[config.mk]
export PLATFORM = sky130hd
export DESIGN_NAME = vga_sync_gen
export DESIGN_NICKNAME = d
export VERILOG_FILES = /design/src/rtl/vga_sync_gen.sv
export SDC_FILE = /design/constraint.sdc
export NUM_CORES = 1
export LEC_CHECK = 0
export CAP_MARGIN = 20
export CORE_UTILIZATION = 41
export DETAILED_ROUTE_END_ITERATION = 7
export PLACE_DENSITY = 0.72
export SYNTH_ARGS = -nofsm -noshare
export SYNTH_HDL_FRONTEND = slang
export SYNTH_SLANG_ARGS = --single-unit
[constraint.sdc]
create_clock -name clk -period 3.5 [get_ports clk]
set_input_delay 1.05 -clock clk [delete_from_list [all_inputs] [get_ports clk]]
set_output_delay 1.05 -clock clk [all_outputs]
set_load 0.05 [all_outputs]
[src/rtl/vga_sync_gen.sv]
`timescale 1ns/1ps
// vga_sync_gen
//   Turns the upstream horizontal pixel count (0..H_TOTAL-1) into registered
//   VGA timing for 800x600@60 Hz. It keeps its own vertical line counter.
//   Every output lands one clk after the count value it decodes.
//
// Optional feature macro: VGA_TEST_PATTERN_EN
//   Defined   : rgb shows 8 vertical colour bars inside the active area.
//   Undefined : rgb is tied to 12'h000 and no pattern logic is built.
//
// Ports
//   clk         in   pixel clock (40 MHz)
//   rst         in   synchronous, active-high reset
//   count[10:0] in   horizontal pixel count from the upstream counter
//   hsync       out  horizontal sync, polarity set by SYNC_POS
//   vsync       out  vertical sync, polarity set by SYNC_POS
//   de          out  display enable, high inside the active region
//   x[10:0]     out  pixel column; holds its last value while de=0
//   y[9:0]      out  pixel row; holds its last value while de=0
//   line_end    out  one-cycle pulse on the last pixel of each line
//   frame_start out  one-cycle pulse at pixel (0,0)
//   rgb[11:0]   out  4:4:4 pixel colour
module vga_sync_gen #(
  parameter int unsigned H_ACTIVE = 800,
  parameter int unsigned H_FP     = 40,
  parameter int unsigned H_SYNC   = 128,
  parameter int unsigned H_BP     = 88,
  parameter int unsigned V_ACTIVE = 600,
  parameter int unsigned V_FP     = 1,
  parameter int unsigned V_SYNC   = 4,
  parameter int unsigned V_BP     = 23,
  parameter int unsigned SYNC_POS = 1
) (
  input  logic        clk,
  input  logic        rst,
  input  logic [10:0] count,
  output logic        hsync,
  output logic        vsync,
  output logic        de,
  output logic [10:0] x,
  output logic [9:0]  y,
  output logic        line_end,
  output logic        frame_start,
  output logic [11:0] rgb
);

  localparam int unsigned H_TOTAL = H_ACTIVE + H_FP + H_SYNC + H_BP;
  localparam int unsigned V_TOTAL = V_ACTIVE + V_FP + V_SYNC + V_BP;

  localparam logic [10:0] HA     = 11'(H_ACTIVE);
  localparam logic [10:0] HS_BEG = 11'(H_ACTIVE + H_FP);
  localparam logic [10:0] HS_END = 11'(H_ACTIVE + H_FP + H_SYNC);
  localparam logic [10:0] H_LAST = 11'(H_TOTAL - 1);
  localparam logic [9:0]  VA     = 10'(V_ACTIVE);
  localparam logic [9:0]  VS_BEG = 10'(V_ACTIVE + V_FP);
  localparam logic [9:0]  VS_END = 10'(V_ACTIVE + V_FP + V_SYNC);
  localparam logic [9:0]  V_LAST = 10'(V_TOTAL - 1);

  localparam logic SYNC_ACT = (SYNC_POS != 0);

  logic [9:0]  v_cnt_q, v_cnt_d;
  logic        hsync_q, hsync_d;
  logic        vsync_q, vsync_d;
  logic        de_q, de_d;
  logic [10:0] x_q, x_d;
  logic [9:0]  y_q, y_d;
  logic        line_end_q, line_end_d;
  logic        frame_start_q, frame_start_d;

  logic h_active, v_active, hs_win, vs_win;

  // Every horizontal window decoded here lies below H_TOTAL. So an
  // out-of-range count (>= H_TOTAL) decodes as blanked, with no sync and no
  // pulses, and leaves v_cnt alone without any explicit range check.
  always_comb begin
    h_active      = (count < HA);
    hs_win        = (count >= HS_BEG) && (count < HS_END);
    v_active      = (v_cnt_q < VA);
    vs_win        = (v_cnt_q >= VS_BEG) && (v_cnt_q < VS_END);

    de_d          = h_active & v_active;
    hsync_d       = hs_win ? SYNC_ACT : ~SYNC_ACT;
    vsync_d       = vs_win ? SYNC_ACT : ~SYNC_ACT;
    line_end_d    = (count == H_LAST);
    frame_start_d = (count == 11'd0) && (v_cnt_q == 10'd0);
    x_d           = de_d ? count   : x_q;
    y_d           = de_d ? v_cnt_q : y_q;

    v_cnt_d = v_cnt_q;
    if (line_end_d)
      v_cnt_d = (v_cnt_q == V_LAST) ? 10'd0 : v_cnt_q + 10'd1;
  end

  always_ff @(posedge clk) begin
    if (rst) begin
      v_cnt_q       <= '0;
      hsync_q       <= ~SYNC_ACT;
      vsync_q       <= ~SYNC_ACT;
      de_q          <= 1'b0;
      x_q           <= '0;
      y_q           <= '0;
      line_end_q    <= 1'b0;
      frame_start_q <= 1'b0;
    end else begin
      v_cnt_q       <= v_cnt_d;
      hsync_q       <= hsync_d;
      vsync_q       <= vsync_d;
      de_q          <= de_d;
      x_q           <= x_d;
      y_q           <= y_d;
      line_end_q    <= line_end_d;
      frame_start_q <= frame_start_d;
    end
  end

  assign hsync       = hsync_q;
  assign vsync       = vsync_q;
  assign de          = de_q;
  assign x           = x_q;
  assign y           = y_q;
  assign line_end    = line_end_q;
  assign frame_start = frame_start_q;

`ifdef VGA_TEST_PATTERN_EN
  localparam int unsigned BAR_W = H_ACTIVE / 8;

  logic [2:0]  bar;
  logic [11:0] rgb_q, rgb_d;

  // The bar index comes from threshold compares, so no divider is needed.
  // Each bar lights R, G and B fully or not at all. The order is white,
  // yellow, cyan, green, magenta, red, blue, black.
  always_comb begin
    bar = 3'd0;
    for (int i = 1; i < 8; i++)
      if (count >= 11'(i * BAR_W)) bar = 3'(i);
    rgb_d = 12'h000;
    if (de_d) begin
      case (bar)
        3'd0:    rgb_d = 12'hFFF;
        3'd1:    rgb_d = 12'hFF0;
        3'd2:    rgb_d = 12'h0FF;
        3'd3:    rgb_d = 12'h0F0;
        3'd4:    rgb_d = 12'hF0F;
        3'd5:    rgb_d = 12'hF00;
        3'd6:    rgb_d = 12'h00F;
        default: rgb_d = 12'h000;
      endcase
    end
  end

  always_ff @(posedge clk) begin
    if (rst) rgb_q <= '0;
    else     rgb_q <= rgb_d;
  end

  assign rgb = rgb_q;
`else
  assign rgb = 12'h000;
`endif

endmodule
==> flow_metrics.tcl <==
set metrics [dict create \
    drc_errors 0 \
    gp_congestion 0.900 \
    synth_top_family_by_area "simple AND/OR/NAND/NOR gates" \
    grt_pass1_vias 1323 \
    synth_top_area_share_pct 43.6 \
    cts_resized 0 \
    synthMuxAreaShare_pct 0.681 \
    power_leakage_nw 0.734 \
    hold_ws_ns 0.455 \
    start_util_pct 43.9 \
    drv_slew 0 \
    cts.root.buffer_cell "clkbuf_8" \
    grt-ovfl-total 0 \
    clkTransAtPathRegs_ns 0.07 \
    synth.area.top_cells "dfxtp_1 (44%), nand2_1 (12%), a21oi_1 (7.9%), buf_4 (6.4%), or4_1 (2.7%)" \
    finalCritPeriodShare_pct 88.3 \
    synth_top_flop_cell "dfxtp_1" \
    path_buf_inv 1 \
    ys_ff_latch 36 \
    ctsHtreeMaxLevel 2 \
    die_h_um 65.5 \
    setup_viol 0 \
    totalWireLength_mm 3.70 \
    dp_hpwl_mm 2.63 \
    antenna_left 0 \
    met2WireLength_mm 1.69 \
    cts.sinks 36 \
    synth_top_cell_by_area "dfxtp_1" \
    vdd_drop_max_v 0.000201 \
    synthTopCellsByCount "nand2_1 (51), dfxtp_1 (36), a21oi_1 (26)" \
    synth_area_mm2 0.00165 \
    max_freq_ghz 0.324 \
    first_iter_violations 64 \
    tritoncts "done" \
    synthAdderAreaFrac_pct 2.27 \
    syn_inst 208 \
    hold_buffers 0 \
    port_buffers 38 \
    tightest_slew_ns 0.512 \
    synth.avg_cell_area_um2 7.95 \
    slew_headroom_pct 65.7 \
    skew_ns 0.00326 \
    die_x_um 65.5 \
    startpoint_type "input port" \
    cts_made_buffers 5 \
    wirelength_met1_mm 1.74 \
    crit_fanout 7 \
    vias 1504 \
    synthXorXnorAreaFrac_pct 2.65 \
    grt_start_max_net_pins 34 \
    drv_cap 0 \
    ys_types 36 \
    crit_family "simple AND/OR/NAND/NOR gates" \
    viasPerCell 5.13 \
    fin_tns_setup_ns 0 \
    antenna_cells 0 \
    core_area_mm2 0.00377 \
    critPathMaxStageDelay_ns 0.64 \
    async_flop_share_pct 0 \
    row_count 22 \
    status "complete, no violations" \
    yosysMostFrequentCell "nand2_1" \
    antenna_found_initial 0 \
    cpMostUsedCell "or4_1" \
    cp_cell_sequence "clkdlybuf4s50_1, or4_1, or4_1, or4_1, o21ai_0" \
    endpoint_kind "flip-flop" \
    nNetsFinal 260 \
    final_hold_viol_count 0 \
    ctsLongestPathBuffers 2 \
    wl_per_cell_um 12.6 \
    n_fill_cell 380 \
    seq_area_frac_synth_pct 43.6 \
    synthSimpleGateAreaFrac_pct 26.9 \
    syn_to_final_growth_pct 28.9 \
    wl_met3_um 193 \
    ys_warn_count 0 \
    firstDrtPassIters 4 \
    slowest_stage "or4_1" \
    cp.arrival_ns 3.31 \
    synth_edf_count 0 \
    worstSkewPairLatency_ns 0.29 \
    grt_usage_pct 19.0 \
    grt_setup_unrepaired "false" \
    hold_path.class "reg2reg" \
    drive_above_1_share_pct 5.71 \
    post-cts-setup-buffers 0 \
    fin_crit_ns 3.09 \
    powerDensity_mw_per_mm2 426 \
    dieArea_mm2 0.00429 \
    top_layer "met4" \
    num_io_pins 51 \
    grt_pass1_wl_mm 6.11 \
    required_ns 3.72 \
    synth_compound_area_share_pct 13.1 \
    path_class "in2reg" \
]
sequential cells by signal, summed over array words and instances (netlist names):
register,cells
x,11
v_cnt_q,10
y,10
de,1
frame_start,1
hsync,1
line_end,1
vsync,1
report_power, final:
| part | internal, W | switching, W | leakage (nW) |
|---|---|---|---|
| logic | 0.0000389 | 0.0000925 | 0.387 |
| registers | 0.000419 | 0.00000591 | 0.292 |
| clock network | 0.000211 | 0.000141 | 0.0552 |
final cells by class:
class	instances	area (um2)	area share, %
well taps	48	60.1	2.82
repair buffers	43	418	19.6
clock buffers	6	72.6	3.40
flip-flops and latches	36	721	33.8
multi-input cells	151	800	37.5
clock inverters	2	35.0	1.64
inverters	7	26.3	1.23
cells by family after synthesis:
family	count (synthesis)
other	1
AND/OR/NAND/NOR	92
AO/OA/AOI/OAI	38
flip-flops	36
XOR/XNOR	5
buffers and inverters	32
multiplexers	1
adder cells (fa/ha/maj)	3
final timing paths:
check / cells after the start / slack (ns) / from / endpoint
worst min register to register: 2 / 0.45 / y[9] / y[9]
worst min-delay path: 2 / 0.45 / y[9] / y[9]
worst max-delay path: 5 / 0.41 / count[6] / v_cnt_q[8]
worst max register to register: 4 / 1.73 / v_cnt_q[5] / v_cnt_q[8]
cell usage in the layout (no fill, tap or decap), types with 2 or more instances in the layout:
cell	count
nand4_1	3
dfxtp_1	36
nand3_1	3
or4_1	6
o21ai_0	4
inv_1	7
nor2_1	8
conb_1	12
nor4_1	7
and4_1	2
buf_4	5
nand2b_1	3
xnor2_1	4
nand2_1	51
a21oi_1	26
clkdlybuf4s50_1	38
clkbuf_8	5
ha_1	3
or3_1	2
nor4b_1	2
metrics by stage:
stage	cell area (um2)	util, %	total power, W	setup slack, ns	instances
finish	2130	56.5	0.000908	0.411	293
global route	2130	56.5	0.000943	0.321	293
detailed placement	2020	53.7	0.000565	0.126	285
global placement	2020	53.7	0.000564	0.163	285
floorplan	1700	-	0.000533	0.579	219
CTS	2130	56.5	0.000918	0.417	293
layer usage:
metal | track usage, % | vias up
met5 | 0 | -
met3 | 4.17 | 7
met1 | 25.1 | 682
met2 | 28.9 | 53
li1 | - | 762
met4 | 9.78 | 0
tightest hold or removal path, delay by kind of cell (launching register included):
kind               cells  cell delay [ns]
and+or+nand+nor        1             0.05
AOI/OAI and AO/OA      1             0.05
DFF                    1             0.31
(Power assumes the default switching activity.)
